===== config.mk =====
export PLATFORM = sky130hd
export DESIGN_NAME = core_seq_ctrl_flat
export DESIGN_NICKNAME = d
export VERILOG_FILES = /design/src/rtl/core_seq_pkg.sv /design/src/rtl/core_seq_ctrl_if.sv /design/src/rtl/core_seq_ctrl_phase_cnt.sv /design/src/rtl/core_seq_ctrl.sv /design/src/flat_wrapper.sv
export SDC_FILE = /design/constraint.sdc
export NUM_CORES = 1
export LEC_CHECK = 0
export CAP_MARGIN = 20
export CORE_AREA = 2 2 100 54
export CTS_CLUSTER_DIAMETER = 100
export CTS_CLUSTER_SIZE = 24
export DETAILED_ROUTE_END_ITERATION = 10
export DIE_AREA = 0 0 102 56
export PLACE_DENSITY_LB_ADDON = 0.15
export SLEW_MARGIN = 10
export SYNTH_ARGS = -nofsm -noshare
export SYNTH_HDL_FRONTEND = slang
export SYNTH_SLANG_ARGS = --single-unit

===== constraint.sdc =====
create_clock -name clk -period 3 [get_ports clk]
set_clock_uncertainty 0.2 [all_clocks]
set_input_delay 0.75 -clock clk [delete_from_list [all_inputs] [get_ports clk]]
set_output_delay 0.75 -clock clk [all_outputs]
set_load 0.03 [all_outputs]

===== src/rtl/core_seq_pkg.sv =====
// Shared types and constants for the convolution-pass sequencer.
package core_seq_pkg;

  typedef enum logic [2:0] {
    S_IDLE  = 3'd0,
    S_WLOAD = 3'd1,
    S_WGAP  = 3'd2,
    S_XFEED = 3'd3,
    S_DRAIN = 3'd4,
    S_RELU  = 3'd5,
    S_ROUT  = 3'd6,
    S_DONE  = 3'd7
  } seq_state_e;

  localparam logic [1:0] INST_IDLE  = 2'b00;
  localparam logic [1:0] INST_WLOAD = 2'b01;
  localparam logic [1:0] INST_XFEED = 2'b10;

  function automatic logic [1:0] inst_of(seq_state_e s);
    case (s)
      S_WLOAD: return INST_WLOAD;
      S_XFEED: return INST_XFEED;
      default: return INST_IDLE;
    endcase
  endfunction

endpackage


===== src/rtl/core_seq_ctrl_if.sv =====
// Host/core-facing signal bundle of the sequencer.
interface core_seq_ctrl_if #(parameter int addr_bw = 11);
  logic               start;
  logic               stall;
  logic               busy;
  logic               done;
  logic [1:0]         inst_w;
  logic               CEN_xmem;
  logic               WEN_xmem;
  logic [addr_bw-1:0] A_xmem;
  logic [3:0]         kij;
  logic               readout_start;

  modport master (
    input  start, stall,
    output busy, done, inst_w, CEN_xmem, WEN_xmem, A_xmem, kij, readout_start
  );

  modport slave (
    output start, stall,
    input  busy, done, inst_w, CEN_xmem, WEN_xmem, A_xmem, kij, readout_start
  );
endinterface


===== src/rtl/core_seq_ctrl_phase_cnt.sv =====
// Loadable down-counter timing each sequencer phase; tc flags the last cycle.
module seq_phase_cnt #(
  parameter int CNT_W = 6
) (
  input  logic             clk,
  input  logic             rst,
  input  logic             clr,
  input  logic             en,
  input  logic             load,
  input  logic [CNT_W-1:0] load_val,
  output logic [CNT_W-1:0] cnt,
  output logic             tc
);

  always_ff @(posedge clk or posedge rst) begin
    if (rst) begin
      cnt <= '0;
    end else if (en) begin
      if (load)             cnt <= load_val;
      else if (clr)         cnt <= '0;
      else if (cnt != '0)   cnt <= cnt - CNT_W'(1);
    end
  end

  assign tc = (cnt == '0);

endmodule


===== src/rtl/core_seq_ctrl.sv =====
// Walks every kernel position of one convolution pass: weight load, activation
// feed, drain, then ReLU settle and readout, with all outputs registered.
module core_seq_ctrl
  import core_seq_pkg::*;
#(
  parameter int col          = 8,
  parameter int len_nij      = 36,
  parameter int len_kij      = 9,
  parameter int drain_cycles = 30,
  parameter int relu_cycles  = 20,
  parameter int addr_bw      = 11,
  parameter int x_base       = 0,
  parameter int w_base       = 1024
) (
  input  logic            clk,
  input  logic            reset,
  core_seq_ctrl_if.master bus
);

  localparam int MAX_AB  = (col > len_nij) ? col : len_nij;
  localparam int MAX_CD  = (drain_cycles > relu_cycles) ? drain_cycles : relu_cycles;
  localparam int MAX_LEN = (MAX_AB > MAX_CD) ? MAX_AB : MAX_CD;
  localparam int CNT_W   = (MAX_LEN > 1) ? $clog2(MAX_LEN) : 1;

  seq_state_e         state, nxt;
  logic [3:0]         kij_q, kij_nxt;
  logic [CNT_W-1:0]   cnt, ld_val;
  logic               ld, tc, frozen;
  logic [addr_bw-1:0] a_q, a_nxt;
  logic [1:0]         inst_q;
  logic               cen_q, busy_q, done_q, rs_q;
  int                 t_nxt;

  // A stalled cycle re-presents the pending position with the memory disabled.
  assign frozen = bus.stall && (state != S_IDLE);

  seq_phase_cnt #(.CNT_W(CNT_W)) u_phase_cnt (
    .clk      (clk),
    .rst      (reset),
    .clr      (state == S_IDLE),
    .en       (!bus.stall),
    .load     (ld),
    .load_val (ld_val),
    .cnt      (cnt),
    .tc       (tc)
  );

  always_comb begin
    nxt     = state;
    kij_nxt = kij_q;
    ld      = 1'b0;
    ld_val  = '0;
    case (state)
      S_IDLE:  if (bus.start && !bus.stall) begin
                 nxt = S_WLOAD; ld = 1'b1; ld_val = CNT_W'(col - 1); kij_nxt = 4'd0;
               end
      S_WLOAD: if (tc) begin nxt = S_WGAP; ld = 1'b1; end
      S_WGAP:  begin nxt = S_XFEED; ld = 1'b1; ld_val = CNT_W'(len_nij - 1); end
      S_XFEED: if (tc) begin nxt = S_DRAIN; ld = 1'b1; ld_val = CNT_W'(drain_cycles - 1); end
      S_DRAIN: if (tc) begin
                 ld = 1'b1;
                 if (kij_q < 4'(len_kij - 1)) begin
                   nxt = S_WLOAD; ld_val = CNT_W'(col - 1); kij_nxt = kij_q + 4'd1;
                 end else begin
                   nxt = S_RELU; ld_val = CNT_W'(relu_cycles - 1);
                 end
               end
      S_RELU:  if (tc) begin nxt = S_ROUT; ld = 1'b1; end
      S_ROUT:  begin nxt = S_DONE; ld = 1'b1; end
      S_DONE:  begin nxt = S_IDLE; kij_nxt = 4'd0; ld = 1'b1; end
      default: nxt = S_IDLE;
    endcase
  end

  // Address derives from phase position only, so repeated stall edges leave it stable.
  always_comb begin
    t_nxt = 0;
    a_nxt = a_q;
    case (nxt)
      S_WLOAD: begin
        if (state == S_WLOAD) t_nxt = col - int'(cnt);
        a_nxt = addr_bw'(w_base + int'(kij_nxt) * col + t_nxt);
      end
      S_XFEED: begin
        if (state == S_XFEED) t_nxt = len_nij - int'(cnt);
        a_nxt = addr_bw'(x_base + t_nxt);
      end
      default: a_nxt = a_q;
    endcase
  end

  always_ff @(posedge clk or posedge reset) begin
    if (reset) begin
      state  <= S_IDLE;
      kij_q  <= 4'd0;
      inst_q <= INST_IDLE;
      cen_q  <= 1'b1;
      a_q    <= '0;
      busy_q <= 1'b0;
      done_q <= 1'b0;
      rs_q   <= 1'b0;
    end else if (frozen) begin
      inst_q <= INST_IDLE;
      cen_q  <= 1'b1;
      a_q    <= a_nxt;
      done_q <= 1'b0;
      rs_q   <= 1'b0;
    end else begin
      state  <= nxt;
      kij_q  <= kij_nxt;
      inst_q <= inst_of(nxt);
      cen_q  <= (inst_of(nxt) == INST_IDLE);
      a_q    <= a_nxt;
      busy_q <= (nxt != S_IDLE);
      done_q <= (nxt == S_DONE);
      rs_q   <= (nxt == S_ROUT);
    end
  end

  assign bus.inst_w        = inst_q;
  assign bus.CEN_xmem      = cen_q;
  assign bus.WEN_xmem      = 1'b1;
  assign bus.A_xmem        = a_q;
  assign bus.kij           = kij_q;
  assign bus.busy          = busy_q;
  assign bus.done          = done_q;
  assign bus.readout_start = rs_q;

endmodule


===== src/flat_wrapper.sv =====
// flat-port wrapper written by rule: the top's interface ports become plain ports
module core_seq_ctrl_flat import core_seq_pkg::*;
#(
  parameter int col          = 8,
  parameter int len_nij      = 36,
  parameter int len_kij      = 9,
  parameter int drain_cycles = 30,
  parameter int relu_cycles  = 20,
  parameter int addr_bw      = 11,
  parameter int x_base       = 0,
  parameter int w_base       = 1024
)
  (clk, reset, bus_start, bus_stall, bus_busy, bus_done, bus_inst_w, bus_CEN_xmem, bus_WEN_xmem, bus_A_xmem, bus_kij, bus_readout_start);
  core_seq_ctrl_if #(.addr_bw(addr_bw)) bus_i ();
  input  logic clk;
  input  logic reset;
  input wire logic [$bits(bus_i.start)-1:0] bus_start;
  input wire logic [$bits(bus_i.stall)-1:0] bus_stall;
  output wire logic [$bits(bus_i.busy)-1:0] bus_busy;
  output wire logic [$bits(bus_i.done)-1:0] bus_done;
  output wire logic [$bits(bus_i.inst_w)-1:0] bus_inst_w;
  output wire logic [$bits(bus_i.CEN_xmem)-1:0] bus_CEN_xmem;
  output wire logic [$bits(bus_i.WEN_xmem)-1:0] bus_WEN_xmem;
  output wire logic [$bits(bus_i.A_xmem)-1:0] bus_A_xmem;
  output wire logic [$bits(bus_i.kij)-1:0] bus_kij;
  output wire logic [$bits(bus_i.readout_start)-1:0] bus_readout_start;
  assign bus_i.start = bus_start;
  assign bus_i.stall = bus_stall;
  assign bus_busy = bus_i.busy;
  assign bus_done = bus_i.done;
  assign bus_inst_w = bus_i.inst_w;
  assign bus_CEN_xmem = bus_i.CEN_xmem;
  assign bus_WEN_xmem = bus_i.WEN_xmem;
  assign bus_A_xmem = bus_i.A_xmem;
  assign bus_kij = bus_i.kij;
  assign bus_readout_start = bus_i.readout_start;
  core_seq_ctrl #(.col(col), .len_nij(len_nij), .len_kij(len_kij), .drain_cycles(drain_cycles), .relu_cycles(relu_cycles), .addr_bw(addr_bw), .x_base(x_base), .w_base(w_base)) u_core (.clk(clk), .reset(reset), .bus(bus_i));
endmodule

# Word level (Yosys, flattened, before mapping)
# Cells that the tools add are included.
[totals]
regBits = 30
[classes]
addsub = 6
n_lt_le_gt_ge = 1
n_eq_ne = 11
n_mux = 32
bitwise = 1
n_reduce_logical = 14
[ops]
columns = ["operator", "n"]
rows = [
  ["2-to-1 mux 11 bit", 3],
  ["2-to-1 mux 6 bit", 4],
  ["case mux 3 bit (8 select lines)", 1],
  ["case mux 6 bit (4 select lines)", 1],
  ["case mux 11 bit (2 select lines)", 1],
  ["2-to-1 mux 3 bit", 7],
  ["equality test 3 bit, second input constant", 6],
  ["2-to-1 mux 4 bit", 3],
  ["case mux 4 bit (3 select lines)", 1],
  ["adder 11 bit", 1],
  ["adder 11 x 7 -> 11 bit, first input constant", 1],
  ["2-to-1 mux 5 bit", 2],
  ["equality test 3 x 2 -> 1 bit, second input constant", 3],
  ["nonzero test 3 bit", 3],
  ["subtractor 4 x 6 -> 7 bit, first input constant", 1],
  ["subtractor 6 x 6 -> 7 bit, first input constant", 1],
  ["equality test 3 x 1 -> 1 bit, second input constant", 2],
  ["logical NOT 6 bit", 1],
  ["nonzero test 6 bit", 1],
  ["subtractor 6 x 1 -> 6 bit, second input constant", 1],
  ["2-to-1 mux 1 bit", 5],
  ["adder 4 x 1 -> 4 bit, second input constant", 1],
  ["less-than comparator 4 bit, second input constant", 1],
  ["2-to-1 mux 2 bit", 2],
  ["other kinds (11)", 12],
]

# Depth between registers and ports, before layout
[depth]
word_depth = 9
mapped_depth = 15
ltp_nobuf = 14

# Cells and area by module
# From an unflattened synthesis, not the netlist that was laid out.
[hier_totals]
hier_cells = 252
area_unflattened_um2 = 2247.2
[modules_own_cells]
columns = ["mod", "instances", "cells_each", "area_each_um2", "seq_area_each_um2"]
rows = [
  ["core_seq_ctrl", 1, 208, 1808.0, 601.8],
  ["seq_phase_cnt", 1, 44, 439.2, 150.1],
]

# Least setup slack after synthesis
# Ideal clock, no wire load.
[synth_path]
path_type = "input port to flip-flop"
from = "input port bus_stall"
to = "register u_core.a_q[8] (netlist: u_core.bus.A_xmem[8])"
arrival_ns = 3.038
required_time_ns = 2.680
setup_slack_ns = -0.357
cell_stages = 11
cell_sequence = "or3b_2 -> o41ai_1 -> a21boi_0 -> a22oi_1 -> inv_1 -> ha_1 -> a21o_1 -> a31o_2 -> a21o_1 -> and3b_1 -> o22a_2"
[synth_between]
elab_chain_cells = 7
[synth_lines]
columns = ["element", "line_no", "rtl"]
rows = [
  ["start, declared", "flat_wrapper.sv:18", "input wire logic [$bits(bus_i.stall)-1:0] bus_stall;"],
  ["logical NOT 1 bit", "n/a", ""],
  ["logical AND 1 bit", "core_seq_ctrl.sv:54", "S_IDLE: if (bus.start && !bus.stall) begin"],
  ["2-to-1 mux 4 bit", "core_seq_ctrl.sv:54", ""],
  ["case mux 4 bit (3 select lines)", "core_seq_ctrl.sv:53", "case (state)"],
  ["via u_core.kij_nxt[1]", "core_seq_ctrl.sv:26", "logic [3:0] kij_q, kij_nxt;"],
  ["adder 11 x 7 -> 11 bit", "core_seq_ctrl.sv:82", "a_nxt = addr_bw'(w_base + int'(kij_nxt) * col + t_nxt);"],
  ["adder 11 bit", "core_seq_ctrl.sv:82", ""],
  ["case mux 11 bit (2 select lines)", "core_seq_ctrl.sv:79", "case (nxt)"],
  ["end signal, assigned", "core_seq_ctrl.sv:105", "a_q <= a_nxt;"],
  ["end signal, assigned", "core_seq_ctrl.sv:113", "a_q <= a_nxt;"],
  ["end, declared", "core_seq_ctrl.sv:29", "logic [addr_bw-1:0] a_q, a_nxt;"],
]
# The timed path passes the listed nets, and every way through them passes these cells.
# A chain may end at the register's enable or synchronous reset.

# Worst setup path after layout
[layout_path]
from = "register u_core.u_phase_cnt.cnt[0]"
to = "register u_core.a_q[7] (netlist: u_core.bus.A_xmem[7])"
[layout_between]
elab_chain_cells = 6
[layout_lines]
columns = ["element", "line_no", "rtl"]
rows = [
  ["start, declared", "core_seq_ctrl_phase_cnt.sv:11", "output logic [CNT_W-1:0] cnt,"],
  ["start signal, assigned", "core_seq_ctrl_phase_cnt.sv:19", "if (load) cnt <= load_val;"],
  ["start signal, assigned", "core_seq_ctrl_phase_cnt.sv:21", "else if (cnt != '0) cnt <= cnt - CNT_W'(1);"],
  ["logical NOT 6 bit", "core_seq_ctrl_phase_cnt.sv:25", "assign tc = (cnt == '0);"],
  ["2-to-1 mux 4 bit", "core_seq_ctrl.sv:60", "S_DRAIN: if (tc) begin"],
  ["case mux 4 bit (3 select lines)", "core_seq_ctrl.sv:53", ""],
  ["via u_core.kij_nxt[0]", "core_seq_ctrl.sv:26", ""],
  ["adder 11 x 7 -> 11 bit", "core_seq_ctrl.sv:82", ""],
  ["adder 11 bit", "core_seq_ctrl.sv:82", ""],
  ["case mux 11 bit (2 select lines)", "core_seq_ctrl.sv:79", ""],
]
# The timed path passes the listed nets, and every way through them passes these cells. The select of a mux whose other input is x is not followed.

==> results.toml <==
[setup_path]
crit_end = "u_core.bus.A_xmem[7]"
r2r_setup_slack_ns = 0.04
critical_path_class = "flop to flop"
crit_fanout = 4
r2r_start = "u_core.u_phase_cnt.cnt[0]"
critical_path_required_ns = 2.96
arrival_ns = 2.92
end_kind = "flop"
reg2reg_depth = 14
cp-startpoint = "u_core.u_phase_cnt.cnt[0]"
timing.rr.end = "u_core.bus.A_xmem[7]"
crit_path_start_kind = "flop"

[routing]
drc_errors = 0
route.detailed.wl_per_inst_um = 16.7
num_vias = 2067
dr.first_iter.drc_count = 165
first_pass_iters = 4
routed_via_density = 5.48
drtAntennaViolNets = 0
finalWirelength_um = 6310

[yosys]
synth_flop_cell = "dfrtp_1"
yosys_warnings = 0
yosys.area.top_type = "dfrtp_1"
synthTopCellsByArea = "dfrtp_1 (35%), nor2_1 (5.2%), a21oi_1 (4.6%)"
async_flop_share = 1.00
ys_seq_elements = 30
syn_avg_cell_area_um2 = 8.43
synth.distinct_cells = 65
synth_nets = 259
syn_area_um2 = 2080
yosysSeqAreaShare = 0.361
ys_top_cells_by_count = "dfrtp_1 (29), nor2_1 (29), a21oi_1 (19)"
syn_inst = 247
synth_edf_count = 0
synth.top_cell.area_share = 0.348

[cts]
cts.sinks = 30
clk_root_buffer_cell = "clkbuf_8"
h-tree-depth = 2
clk_pin_slew_ns = 0.07
clock_latency_ns = 0.29
cts_buffer_depth = 2
cts_hold_buffers = 0
numCtsBuffers = 5
cts_tree = "yes"

[final_layout]
fill_cells = 413
diodes = 0
seqCellArea_um2 = 752
drive_gt1_frac = 0.319
stdcell_area_um2 = 2910
multiInputGateArea_um2 = 1370
area_delta_synth_final_pct = 39.8
nets = 318

[power_and_ir_drop]
power_leakage_nw = 1.29
powerDensity_nw_per_um2 = 1200
finalPower_w = 0.00351
vdd_drop_max_mv = 0.572

[die]
io_pins = 26
start_util = 0.436
die_w_um = 102
die_y_um = 56
die_area_um2 = 5710
fp-row-count = 18
coreArea_um2 = 4770

[global_routing]
antenna_found_initial = 0
grt_pass1_wl_um = 10100
grt_usage = 0.231
grt_pass1_vias = 1962
grt_max_degree = 31
grt-ovfl-total = 0

[sta]
slew_violations = 0
slew_headroom = 0.463
min_period_ns = 2.96
period_share = 0.987
fmax_mhz = 338
rsz0062_at_grt = "true"
worst_pin_slew_ns = 0.797
layout_setup_ws_ns = 0.0396
setup_viol = 0
fin_tns_setup_ns = 0
finalHoldViolCount = 0

[placed_design]
pre_cts_slack_ns = -0.594
gp_congestion = 0.992
numPortBuffers = 24
place_area_um2 = 2650
dp_hpwl_um = 4470

[min_path]
hp-start = "u_core.bus.A_xmem[3]"
hold_path.class = "flop to flop"

[run_status]
status = "finished, final reports clean"

[job]
maxCapViolations = 0
## metrics by stage
stage | hold WS, ns | cells | util
after CTS | 0.301 | 376 | 0.584
after global routing | 0.331 | 377 | 0.610
after floorplan | 0.281 | 247 | -
after global placement | 0.273 | 365 | 0.554
final | 0.296 | 377 | 0.610
after detailed placement | 0.285 | 365 | 0.554
## power breakdown
group / internal [W] / switching, W / total, W / leakage (nW)
Sequential: 0.000571 / 0.000118 / 0.000689 / 0.376
Clock: 0.000161 / 0.000166 / 0.000327 / 0.0450
Combinational: 0.00108 / 0.00141 / 0.00249 / 0.871
Total: 0.00181 / 0.00169 / 0.00351 / 1.29
## repair_timing
action | CTS | global route
endpoints found under the setup margin | 7 | 6
resized for setup | 18 | 24
setup buffers | 3 | 2
pin swaps | 8 | 13
## per-layer routing
layer / wire, µm / share of wire / up-vias / global-route usage
li1: - / - / 1004 / -
met1: 3250 / 0.51 / 976 / 0.382
met2: 2450 / 0.39 / 82 / 0.287
met3: 573 / 0.091 / 5 / 0.0729
met4: 33 / 0.0052 / 0 / 0.0343
met5: 0 / 0 / - / 0
## area by class of cell
class                      instances  share of cell area
timing repair buffer              67               0.192
inverter                          15              0.0193
multi-input combinational        187               0.472
clock inverter                     2             0.00344
sequential                        30               0.258
clock buffer                       6              0.0249
tap                               70              0.0301
## registers in the layout (all words and copies together), names as in the netlist
register	cells
u_core.bus.inst_w	2
u_core.bus.A_xmem	11
u_core.u_phase_cnt.cnt	6
u_core.bus.done	1
u_core.bus.kij	4
u_core.bus.busy	1
u_core.bus.readout_start	1
u_core.bus.CEN_xmem	1
u_core.state	3
## worst max-delay path, stage by stage (launching register included)
cell	delay, ns
dfrtp_1	0.40
inv_2	0.09
ha_4	0.16
nor2b_4	0.17
nand3_4	0.10
nor3_4	0.23
mux2_4	0.20
ha_4	0.13
inv_2	0.04
fa_2	0.39
nand2b_4	0.16
a21oi_4	0.22
nor3_4	0.08
a41oi_2	0.17
a31oi_1	0.09
## kinds of logic after synthesis
family	synth area share
AOI/OAI and AO/OA	0.246
xor gates and xnor gates	0.0294
DFF	0.361
adders and majority gates	0.0517
other	0.00180
muxes	0.0108
buffers and inverters	0.0709
and+or+nand+nor	0.229
## layout by cell type, fill, tap and decap left out, drive strengths merged, types with 2 or more instances in the layout
| cell type | count |
|---|---|
| buf | 45 |
| dfrtp | 29 |
| nor2 | 29 |
| clkdlybuf4s50 | 22 |
| a21oi | 19 |
| nand2 | 18 |
| o21ai | 17 |
| inv | 13 |
| nand3 | 11 |
| nor3 | 8 |
| nand2b | 7 |
| ha | 7 |
| xnor2 | 6 |
| a31oi | 6 |
| clkbuf | 6 |
| a21o | 4 |
| o22a | 4 |
| clkinv | 4 |
| o22ai | 3 |
| nand4 | 3 |
| and3 | 3 |
| and2 | 3 |
| nor4 | 2 |
| nor2b | 2 |
| or2 | 2 |
| o221ai | 2 |
| o31ai | 2 |
| mux2 | 2 |
| a32o | 2 |
## how the worst min path moves through the flow
stage                     depth (start not counted)                        end
after floorplan                                   2  u_core.u_phase_cnt.cnt[1]
after global placement                            1       u_core.bus.A_xmem[3]
after detailed placement                          1       u_core.bus.A_xmem[3]
after CTS                                         1       u_core.bus.A_xmem[3]
after global routing                              1       u_core.bus.A_xmem[3]
final                                             1       u_core.bus.A_xmem[3]
Power figures use the tool's default switching activity.
